--- config.mk ---
export PLATFORM = sky130hd
export DESIGN_NAME = core_ex_lsu_biu_flat
export DESIGN_NICKNAME = d
export VERILOG_FILES = /design/src/rtl/core_ex_lsu_biu_if.sv /design/src/rtl/core_ex_lsu_biu.sv /design/src/flat_wrapper.sv
export SDC_FILE = /design/constraint.sdc
export NUM_CORES = 1
export LEC_CHECK = 0
export CAP_MARGIN = 20
export CORE_UTILIZATION = 48
export DETAILED_ROUTE_END_ITERATION = 6
export PLACE_DENSITY_LB_ADDON = 0.05
export SLEW_MARGIN = 5
export SYNTH_ARGS = -nofsm -noshare
export SYNTH_HDL_FRONTEND = slang
export SYNTH_SLANG_ARGS = --single-unit
--- constraint.sdc ---
create_clock -name clk -period 5.7 [get_ports clk]
set_clock_uncertainty 0.05 [all_clocks]
set_input_delay 1.14 -clock clk [delete_from_list [all_inputs] [get_ports clk]]
set_output_delay 1.14 -clock clk [all_outputs]
set_load 0.01 [all_outputs]
--- src/rtl/core_ex_lsu_biu_if.sv ---
// Request/response bus between the EX-stage load/store unit and the BIU.
// The master side (LSU) issues requests; the slave side (BIU) answers them.
interface core_ex_lsu_biu_if #(
  parameter int XLEN = 32
);
  logic              biu_req_valid;
  logic              biu_req_ready;
  logic [XLEN-1:0]   biu_req_addr;
  logic              biu_req_wen;
  logic [XLEN-1:0]   biu_req_wdata;
  logic [XLEN/8-1:0] biu_req_wmask;
  logic              biu_rsp_valid;
  logic [XLEN-1:0]   biu_rsp_rdata;
  logic              biu_rsp_err;

  modport master (
    output biu_req_valid, biu_req_addr, biu_req_wen, biu_req_wdata, biu_req_wmask,
    input  biu_req_ready, biu_rsp_valid, biu_rsp_rdata, biu_rsp_err
  );

  modport slave (
    input  biu_req_valid, biu_req_addr, biu_req_wen, biu_req_wdata, biu_req_wmask,
    output biu_req_ready, biu_rsp_valid, biu_rsp_rdata, biu_rsp_err
  );
endinterface

--- src/rtl/core_ex_lsu_biu.sv ---
// EX-stage load/store unit: one op in flight, byte-lane alignment, strobes and
// load extension, with misalign / bus-error / timeout reported as flags.
module core_ex_lsu_biu #(
  parameter int XLEN           = 32,
  parameter int TIMEOUT_CYCLES = 255
) (
  input  logic            clk,
  input  logic            rst_n,
  input  logic            valid_in,
  output logic            ready_in,
  input  logic            i_load,
  input  logic            i_store,
  input  logic [1:0]      i_size,
  input  logic            i_unsigned,
  input  logic [XLEN-1:0] i_mem_addr,
  input  logic [XLEN-1:0] i_write_data,
  output logic            valid_out,
  input  logic            ready_out,
  output logic [XLEN-1:0] read_data,
  output logic            exc_misalign,
  output logic            exc_bus,
  core_ex_lsu_biu_if.master biu
);

  localparam int NB   = XLEN / 8;
  localparam int OFFW = $clog2(NB);
  localparam int CNTW = (TIMEOUT_CYCLES < 2) ? 1 : $clog2(TIMEOUT_CYCLES);

  typedef enum logic [1:0] {IDLE, REQ, WAIT, DONE} state_t;

  state_t            state, state_nxt;
  logic              is_load_q;
  logic [1:0]        size_q;
  logic              unsigned_q;
  logic [OFFW-1:0]   off_q;
  logic [CNTW-1:0]   cnt;

  logic              is_mem;
  logic              misalign;
  logic              timeout_hit;
  logic [OFFW-1:0]   in_off;
  logic [XLEN-1:0]   lane_wdata;
  logic [NB-1:0]     mask_base;
  logic [NB-1:0]     lane_wmask;
  logic [XLEN-1:0]   shifted;
  logic [XLEN-1:0]   low_mask;
  logic              sign_bit;
  logic [XLEN-1:0]   load_ext;

  assign ready_in    = (state == IDLE);
  assign valid_out   = (state == DONE);
  assign is_mem      = i_load | i_store;
  assign in_off      = i_mem_addr[OFFW-1:0];
  assign timeout_hit = (cnt == CNTW'(TIMEOUT_CYCLES - 1));

  always_comb begin
    misalign = 1'b0;
    case (i_size)
      2'd0:    misalign = 1'b0;
      2'd1:    misalign = i_mem_addr[0];
      2'd2:    misalign = |i_mem_addr[1:0];
      default: misalign = (XLEN == 32) ? 1'b1 : (|i_mem_addr[2:0]);
    endcase
  end

  // Store data is replicated across every lane so the BIU only needs the strobes.
  always_comb begin
    lane_wdata = i_write_data;
    mask_base  = NB'(255);
    case (i_size)
      2'd0: begin
        lane_wdata = {NB{i_write_data[7:0]}};
        mask_base  = NB'(1);
      end
      2'd1: begin
        lane_wdata = {(NB/2){i_write_data[15:0]}};
        mask_base  = NB'(3);
      end
      2'd2: begin
        lane_wdata = {(XLEN/32){i_write_data[31:0]}};
        mask_base  = NB'(15);
      end
      default: ;
    endcase
    lane_wmask = mask_base << in_off;
  end

  // Extension by masking keeps the word case width-safe when XLEN is 32.
  always_comb begin
    shifted  = biu.biu_rsp_rdata >> {off_q, 3'b000};
    low_mask = '1;
    sign_bit = shifted[XLEN-1];
    case (size_q)
      2'd0: begin
        low_mask = {{(XLEN-8){1'b0}}, 8'hFF};
        sign_bit = shifted[7];
      end
      2'd1: begin
        low_mask = {{(XLEN-16){1'b0}}, 16'hFFFF};
        sign_bit = shifted[15];
      end
      2'd2: begin
        low_mask = {XLEN{1'b1}} >> (XLEN - 32);
        sign_bit = shifted[31];
      end
      default: ;
    endcase
    load_ext = (shifted & low_mask) | ((sign_bit & ~unsigned_q) ? ~low_mask : '0);
  end

  always_ff @(posedge clk or negedge rst_n) begin
    if (!rst_n) state <= IDLE;
    else        state <= state_nxt;
  end

  always_comb begin
    state_nxt = state;
    case (state)
      IDLE: if (valid_in) state_nxt = (!is_mem || misalign) ? DONE : REQ;
      REQ:  if (biu.biu_req_ready) state_nxt = WAIT;
      WAIT: if (biu.biu_rsp_valid || timeout_hit) state_nxt = DONE;
      DONE: if (ready_out) state_nxt = IDLE;
      default: state_nxt = IDLE;
    endcase
  end

  // Responses outside WAIT never reach these registers, so late beats are dropped.
  always_ff @(posedge clk or negedge rst_n) begin
    if (!rst_n) begin
      is_load_q         <= 1'b0;
      size_q            <= 2'd0;
      unsigned_q        <= 1'b0;
      off_q             <= '0;
      cnt               <= '0;
      read_data         <= '0;
      exc_misalign      <= 1'b0;
      exc_bus           <= 1'b0;
      biu.biu_req_valid <= 1'b0;
      biu.biu_req_addr  <= '0;
      biu.biu_req_wen   <= 1'b0;
      biu.biu_req_wdata <= '0;
      biu.biu_req_wmask <= '0;
    end else begin
      case (state)
        IDLE: begin
          if (valid_in) begin
            is_load_q         <= i_load & ~i_store;
            size_q            <= i_size;
            unsigned_q        <= i_unsigned;
            off_q             <= in_off;
            read_data         <= '0;
            exc_misalign      <= is_mem & misalign;
            exc_bus           <= 1'b0;
            biu.biu_req_valid <= is_mem & ~misalign;
            biu.biu_req_addr  <= {i_mem_addr[XLEN-1:OFFW], {OFFW{1'b0}}};
            biu.biu_req_wen   <= i_store;
            biu.biu_req_wdata <= lane_wdata;
            biu.biu_req_wmask <= i_store ? lane_wmask : '0;
          end
        end
        REQ: begin
          if (biu.biu_req_ready) begin
            biu.biu_req_valid <= 1'b0;
            cnt               <= '0;
          end
        end
        WAIT: begin
          if (biu.biu_rsp_valid) begin
            exc_bus <= biu.biu_rsp_err;
            if (is_load_q && !biu.biu_rsp_err) read_data <= load_ext;
          end else if (timeout_hit) begin
            exc_bus <= 1'b1;
          end else begin
            cnt <= cnt + 1'b1;
          end
        end
        default: ;
      endcase
    end
  end

endmodule

--- src/flat_wrapper.sv ---
// flat-port wrapper written by rule: the top's interface ports become plain ports
module core_ex_lsu_biu_flat 
#(
  parameter int XLEN           = 32,
  parameter int TIMEOUT_CYCLES = 255
)
  (clk, rst_n, valid_in, ready_in, i_load, i_store, i_size, i_unsigned, i_mem_addr, i_write_data, valid_out, ready_out, read_data, exc_misalign, exc_bus, biu_biu_req_valid, biu_biu_req_addr, biu_biu_req_wen, biu_biu_req_wdata, biu_biu_req_wmask, biu_biu_req_ready, biu_biu_rsp_valid, biu_biu_rsp_rdata, biu_biu_rsp_err);
  core_ex_lsu_biu_if #(.XLEN(XLEN)) biu_i ();
  input  logic clk;
  input  logic rst_n;
  input  logic valid_in;
  output logic ready_in;
  input  logic i_load;
  input  logic i_store;
  input  logic [1:0] i_size;
  input  logic i_unsigned;
  input  logic [XLEN-1:0] i_mem_addr;
  input  logic [XLEN-1:0] i_write_data;
  output logic valid_out;
  input  logic ready_out;
  output logic [XLEN-1:0] read_data;
  output logic exc_misalign;
  output logic exc_bus;
  output wire logic [$bits(biu_i.biu_req_valid)-1:0] biu_biu_req_valid;
  output wire logic [$bits(biu_i.biu_req_addr)-1:0] biu_biu_req_addr;
  output wire logic [$bits(biu_i.biu_req_wen)-1:0] biu_biu_req_wen;
  output wire logic [$bits(biu_i.biu_req_wdata)-1:0] biu_biu_req_wdata;
  output wire logic [$bits(biu_i.biu_req_wmask)-1:0] biu_biu_req_wmask;
  input wire logic [$bits(biu_i.biu_req_ready)-1:0] biu_biu_req_ready;
  input wire logic [$bits(biu_i.biu_rsp_valid)-1:0] biu_biu_rsp_valid;
  input wire logic [$bits(biu_i.biu_rsp_rdata)-1:0] biu_biu_rsp_rdata;
  input wire logic [$bits(biu_i.biu_rsp_err)-1:0] biu_biu_rsp_err;
  assign biu_biu_req_valid = biu_i.biu_req_valid;
  assign biu_biu_req_addr = biu_i.biu_req_addr;
  assign biu_biu_req_wen = biu_i.biu_req_wen;
  assign biu_biu_req_wdata = biu_i.biu_req_wdata;
  assign biu_biu_req_wmask = biu_i.biu_req_wmask;
  assign biu_i.biu_req_ready = biu_biu_req_ready;
  assign biu_i.biu_rsp_valid = biu_biu_rsp_valid;
  assign biu_i.biu_rsp_rdata = biu_biu_rsp_rdata;
  assign biu_i.biu_rsp_err = biu_biu_rsp_err;
  core_ex_lsu_biu #(.XLEN(XLEN), .TIMEOUT_CYCLES(TIMEOUT_CYCLES)) u_core (.clk(clk), .rst_n(rst_n), .valid_in(valid_in), .ready_in(ready_in), .i_load(i_load), .i_store(i_store), .i_size(i_size), .i_unsigned(i_unsigned), .i_mem_addr(i_mem_addr), .i_write_data(i_write_data), .valid_out(valid_out), .ready_out(ready_out), .read_data(read_data), .exc_misalign(exc_misalign), .exc_bus(exc_bus), .biu(biu_i));
endmodule
# --- Word-level counts from Yosys, hierarchy flattened ---
# Index checks and enable logic that the tools add are counted.
op_classes:
  shift: 2
  addsub: 1
  n_bitwise: 11
  reduce_logical: 18
  mux: 28
  eq_ne: 16
ops:
  columns: ["cell", "count"]
  rows:
  - ["$pmux 32 s2", 3]
  - ["$mux 32", 4]
  - ["$and 32x32->32", 1]
  - ["$not 32->32", 1]
  - ["$or 32x32->32", 1]
  - ["$shr 32x5->32", 1]
  - ["$mux 8", 3]
  - ["$pmux 8 s2", 1]
  - ["$reduce_and 4->1", 3]
  - ["$mux 2", 5]
  - ["$ne 2x2->1 const B", 5]
  - ["$add 8x1->8 const B", 1]
  - ["$eq 8x8->1 const B", 1]
  - ["$pmux 2 s4", 1]
  - ["$pmux 4 s2", 1]
  - ["$eq 2x1->1 const B", 3]
  - ["$eq 2x2->1 const B", 3]
  - ["$logic_not 2->1", 3]
  - ["$ne 2x1->1 const B", 3]
  - ["$pmux 1 s2", 3]
  - ["$reduce_and 3->1", 2]
  - ["$reduce_bool 2->1", 3]
  - ["$mux 1", 5]
  - ["$and 1x1->1", 4]
  - ["11 further kinds", 15]
totals:
  out_inout_bits: 106
  register_bits: 118
  elab_cells: 90
  input_bits: 108

# --- Depth between registers and ports, before layout ---
logic_depth:
  ltp_word: 8
  ltp_mapped: 7
  mapped_depth_nobuf: 6

# --- Least setup slack after synthesis ---
# Ideal clock, no wire load.
synth_path:
  path_type: "input-to-reg"
  start: "in biu_biu_rsp_rdata[23]"
  end: "reg u_core.read_data[24]"
  cell_stages: 5
  path_slack_ns: 3.186
  required_time_ns: 5.523
  arrival_ns: 2.337
  n_path_buf: 1
  setup_ns: 0.127
  path_cell_list: "mux4_1 -> nor2_2 -> a2111oi_4 -> buf_6 -> a221o_2"
synth_between:
  elab_chain_cells: 8
synth_rtl:
  columns: ["item", "line_no", "text"]
  rows:
  - ["from (decl)", "flat_wrapper.sv:31", "input wire logic [$bits(biu_i.biu_rsp_rdata)-1:0] biu_biu_rsp_rdata;"]
  - ["$shr 32x5->32", "core_ex_lsu_biu.sv:90", "shifted = biu.biu_rsp_rdata >> {off_q, 3'b000};"]
  - ["$pmux 1 s2", "core_ex_lsu_biu.sv:93", "case (size_q)"]
  - ["$and 1x1->1", "core_ex_lsu_biu.sv:108", "load_ext = (shifted & low_mask) | ((sign_bit & ~unsigned_q) ? ~low_mask : '0);"]
  - ["$mux 32", "core_ex_lsu_biu.sv:108", null]
  - ["$or 32x32->32", "core_ex_lsu_biu.sv:108", null]
  - ["$mux 32", "core_ex_lsu_biu.sv:170", "if (is_load_q && !biu.biu_rsp_err) read_data <= load_ext;"]
  - ["$mux 32", "core_ex_lsu_biu.sv:168", "if (biu.biu_rsp_valid) begin"]
  - ["$pmux 32 s2", "core_ex_lsu_biu.sv:144", "case (state)"]
  - ["to (signal assigned)", "core_ex_lsu_biu.sv:170", null]
  - ["to (decl)", "core_ex_lsu_biu.sv:19", "output logic [XLEN-1:0] read_data,"]
# No other way between the ends. The select of a mux whose other input is x is not followed.
# A chain may end at the register's enable or synchronous reset.

# --- Worst setup path in the final report ---
layout_path:
  start: "reg u_core.off_q[0]"
  end: "reg u_core.read_data[29]"
layout_between:
  elab_chain_cells: 8
  elab_cells_between_ends: 9
  classes_between: "shift: 1; mux: 5; bitwise: 3"
layout_rtl:
  columns: ["item", "line_no", "text"]
  rows:
  - ["from (decl)", "core_ex_lsu_biu.sv:35", "logic [OFFW-1:0] off_q;"]
  - ["from (signal assigned)", "core_ex_lsu_biu.sv:150", "off_q <= in_off;"]
  - ["$shr 32x5->32 (*)", "core_ex_lsu_biu.sv:90", null]
  - ["$pmux 1 s2", "core_ex_lsu_biu.sv:93", null]
  - ["$and 1x1->1", "core_ex_lsu_biu.sv:108", null]
  - ["$mux 32", "core_ex_lsu_biu.sv:108", null]
  - ["$or 32x32->32 (*)", "core_ex_lsu_biu.sv:108", null]
  - ["$mux 32 (*)", "core_ex_lsu_biu.sv:170", null]
  - ["$mux 32 (*)", "core_ex_lsu_biu.sv:168", null]
  - ["$pmux 32 s2 (*)", "core_ex_lsu_biu.sv:144", null]
# Every way passes the cells marked *; elsewhere a longest branch is shown, timed or not. The select of a mux whose other input is x is not followed.

==> flow_results.xml <==
<?xml version="1.0" encoding="UTF-8"?>
<metrics>
  <group name="power_and_ir_drop">
    <metric name="power_switching_share" unit="%">32.65</metric>
    <metric name="intPower" unit="mW">2.981</metric>
    <metric name="switchingPower" unit="mW">1.445</metric>
    <metric name="power.sequential.fraction" unit="%">32.8</metric>
    <metric name="pwr_density_cell" unit="mW/mm²">522.3</metric>
    <metric name="clock_power_share" unit="%">25.7</metric>
    <metric name="worst_ir_drop_vdd" unit="V">0.0003607</metric>
    <metric name="share_comb_of_total_power" unit="%">41.5</metric>
    <metric name="power.static_leakage" unit="nW">3.689</metric>
  </group>
  <group name="route">
    <metric name="routed_wirelength" unit="µm">15890</metric>
    <metric name="detail_route.drc_violations" unit="">0</metric>
    <metric name="drt_pass1_iterations" unit="">4</metric>
    <metric name="route.detailed.wl_per_inst" unit="µm">18.52</metric>
    <metric name="route.antenna.remaining_nets" unit="">0</metric>
    <metric name="vias" unit="">4750</metric>
    <metric name="avgViaCountPerCell" unit="">5.536</metric>
    <metric name="first_iteration_detailed_routing_drc_count" unit="">328</metric>
  </group>
  <group name="timing">
    <metric name="final.period_utilization" unit="%">59.59</metric>
    <metric name="layout_min_cycle_time" unit="ns">3.397</metric>
    <metric name="slew_limit_fails" unit="">0</metric>
    <metric name="grt_setup_unrepaired" unit="">false</metric>
    <metric name="fmax" unit="GHz">0.2944</metric>
    <metric name="report.final.setup_viol" unit="">0</metric>
    <metric name="final.setup.tns" unit="ns">0</metric>
    <metric name="remaining_max_slew_budget_at_the_tightest_pin" unit="%">27.06</metric>
    <metric name="worstMarginPinSlew" unit="ns">1.086</metric>
    <metric name="fin_ws" unit="ns">2.303</metric>
    <metric name="hold_viol" unit="">0</metric>
  </group>
  <group name="global_routing">
    <metric name="antenna_violations_before_repair" unit="">0</metric>
    <metric name="grt_pass1_wl" unit="µm">24580</metric>
    <metric name="grt-ovfl-total" unit="">0</metric>
    <metric name="grt_pass1_vias" unit="">4859</metric>
    <metric name="grt.total_usage" unit="%">27.10</metric>
    <metric name="grt_max_degree" unit="">107</metric>
  </group>
  <group name="clock_tree">
    <metric name="cts-root-buf" unit="">clkbuf_16</metric>
    <metric name="cts_inserted_buffers" unit="">17</metric>
    <metric name="resize_count_post_cts" unit="">0</metric>
    <metric name="cts.htree.levels" unit="">4</metric>
    <metric name="clock_sink_count" unit="">118</metric>
    <metric name="cts_tree" unit="">built</metric>
    <metric name="ctsLongestPathBuffers" unit="">2</metric>
    <metric name="cts_hold_buf" unit="">0</metric>
    <metric name="cts_post_setup_buffers_inserted" unit="">0</metric>
    <metric name="worst_setup_hold_path_clk_slew" unit="ns">0.05</metric>
    <metric name="clk-insertion-delay-late" unit="ns">0.41</metric>
  </group>
  <group name="synthesis">
    <metric name="synthFlopType" unit="">dfrtp_1</metric>
    <metric name="number_of_flops_mapped_to_enable_cells_by_yosys" unit="">0</metric>
    <metric name="synth_sequential_area_ratio" unit="%">52.61</metric>
    <metric name="avgSynthCellArea" unit="µm²">11.25</metric>
    <metric name="synth.ff_latch_count" unit="">118</metric>
    <metric name="synthesized_area" unit="mm²">0.005613</metric>
    <metric name="netlist_instances" unit="">499</metric>
    <metric name="async_flop_share" unit="%">100.0</metric>
    <metric name="ys_warn_count" unit="">0</metric>
    <metric name="synth_cell_types" unit="">45</metric>
  </group>
  <group name="die">
    <metric name="num_io_pins" unit="">214</metric>
    <metric name="floorplan.die_area" unit="mm²">0.01213</metric>
    <metric name="die_h" unit="µm">110.1</metric>
    <metric name="die_width" unit="µm">110.1</metric>
    <metric name="floorplan.rows" unit="">39</metric>
    <metric name="core-area" unit="mm²">0.01142</metric>
    <metric name="start_util" unit="%">49.16</metric>
  </group>
  <group name="layout">
    <metric name="area_growth_syn_to_layout" unit="%">51.00</metric>
    <metric name="post_route_cells_drive_above_1_share" unit="%">14.13</metric>
    <metric name="number_of_antenna_diodes" unit="">0</metric>
    <metric name="number_of_filler_instances_in_the_final_layout" unit="">806</metric>
    <metric name="num-nets-final" unit="">818</metric>
  </group>
  <group name="setup_path">
    <metric name="crit_path_end_kind" unit="">flip-flop</metric>
    <metric name="worst-r2r-setup-slack" unit="ns">2.30</metric>
    <metric name="timing.critical_path.fanout_max" unit="">27</metric>
    <metric name="required" unit="ns">5.99</metric>
    <metric name="data_arrival_time_of_the_critical_path" unit="ns">3.69</metric>
    <metric name="setup.worst_path.start_class" unit="">flip-flop</metric>
    <metric name="path_class" unit="">flip-flop to flip-flop</metric>
  </group>
  <group name="run_status">
    <metric name="outcome" unit="">finished, final reports clean</metric>
  </group>
  <group name="placement">
    <metric name="place_congestion" unit="">0.8651</metric>
    <metric name="detailedPlacementHpwl" unit="µm">10960</metric>
    <metric name="post-place-ws" unit="ns">2.326</metric>
    <metric name="place.port_buffers" unit="">211</metric>
  </group>
  <group name="run">
    <metric name="maxCapViolCount" unit="">0</metric>
  </group>
  <group name="min_path">
    <metric name="min_path_type" unit="">flip-flop to flip-flop</metric>
  </group>
</metrics>
-- state kept, by name (all words and copies together), names as in the netlist --
name and flops:
u_core.off_q 2, u_core.unsigned_q 1, u_core.biu.biu_req_wen 1, u_core.is_load_q 1, u_core.size_q 2, u_core.biu.biu_req_addr 30, u_core.cnt 8, u_core.state 2
u_core.read_data 32, u_core.biu.biu_req_wdata 32, u_core.exc_misalign 1, u_core.exc_bus 1, u_core.biu.biu_req_valid 1, u_core.biu.biu_req_wmask 4
-- routing by layer --
layer	global-route usage, %	vias up	share of wire (%)
met5	0	-	0
met4	7.895	0	1.0
met3	12.29	14	10
met2	44.11	186	49
met1	32.36	2330	40
li1	-	2220	-
-- final cells by class --
type	instances	area [µm²]	area share [%]
Tap cell	143	178.9	2.111
Clock buffer	22	484.2	5.713
Inverter	10	37.54	0.4429
Multi-Input combinational cell	340	2487	29.35
Timing Repair Buffer	216	2187	25.80
Clock inverter	9	147.6	1.742
Sequential cell	118	2953	34.84
-- cells in the mapped netlist, types with 3 or more instances --
cell type,n,share of area [%]
a21oi_1,18,1.6
a221o_1,7,1.2
a221o_2,10,2.0
a22o_1,9,1.4
buf_1,4,0.27
buf_2,3,0.27
buf_4,3,0.40
clkbuf_1,20,1.3
dfrtp_1,118,53
ha_1,7,1.6
inv_1,10,0.67
mux2_2,50,10
mux2i_1,45,8.0
nand2_1,60,4.0
nand2b_1,8,0.89
nand3_1,5,0.45
nor2_1,19,1.3
nor2b_1,3,0.33
o211ai_1,8,1.1
o21ai_0,53,4.7
o31ai_1,3,0.40
-- stage by stage --
stage	util, %	std cells	hold WS, ns	power, mW	area (µm²)
3_3_place_gp	68.21	825	0.4117	3.221	7789
5_1_grt	74.23	858	0.4487	4.678	8476
6_report	74.23	858	0.4329	4.427	8476
4_1_cts	73.75	856	0.4374	4.445	8421
3_5_place_dp	68.21	825	0.4228	3.277	7789
2_1_floorplan	-	500	0.3928	2.330	5617
-- power by group through the flow --
stage / combinational (mW) / sequential [mW] / clock [mW]
2_1_floorplan: 0.802 / 1.53 / 0
3_3_place_gp: 1.78 / 1.44 / 0
3_5_place_dp: 1.82 / 1.45 / 0
4_1_cts: 1.84 / 1.45 / 1.15
5_1_grt: 1.99 / 1.50 / 1.19
6_report: 1.84 / 1.45 / 1.14
-- cells in the final DEF (no fill, tap or decap), drive strengths merged, types with 6 or more instances in the layout --
cell and n:
a21oi 18, a221o 17, a22o 9, buf 6
clkbuf 22, clkdlybuf4s50 210, dfrtp 118, ha 7
inv 10, mux2 50, mux2i 45, nand2 60
nand2b 8, nor2 20, o211ai 8, o21ai 54
-- worst max-delay path, cell delays in order (launching register included) --
cell and delay [ns]:
dfrtp_1 1.04, nor2b_1 0.75, a2bb2oi_1 0.27, a2111oi_4 0.96, a221o_2 0.25
-- kinds of logic (layout without fill, tap and decap cells) --
group	count (synthesis)	count (layout)	share of synthesized area, %
compound gates	122	122	14.73
flops	118	118	52.61
simple gates	113	113	9.162
mux	96	96	18.52
buf+inv	42	257	3.344
fa+ha+maj	7	7	1.560
other cells	1	2	0.06681
-- path summary, 6_finish.rpt --
check,from,to,cells past startpoint
max,u_core.off_q[0],u_core.read_data[29],4
min,u_core.read_data[3],u_core.read_data[3],2
max reg2reg,u_core.off_q[0],u_core.read_data[29],4
min reg2reg,u_core.read_data[3],u_core.read_data[3],2
max in group asynchronous,rst_n,u_core.size_q[0],3
min in group asynchronous,rst_n,u_core.cnt[4],1
Note: power is estimated with default switching activity, not from simulation.
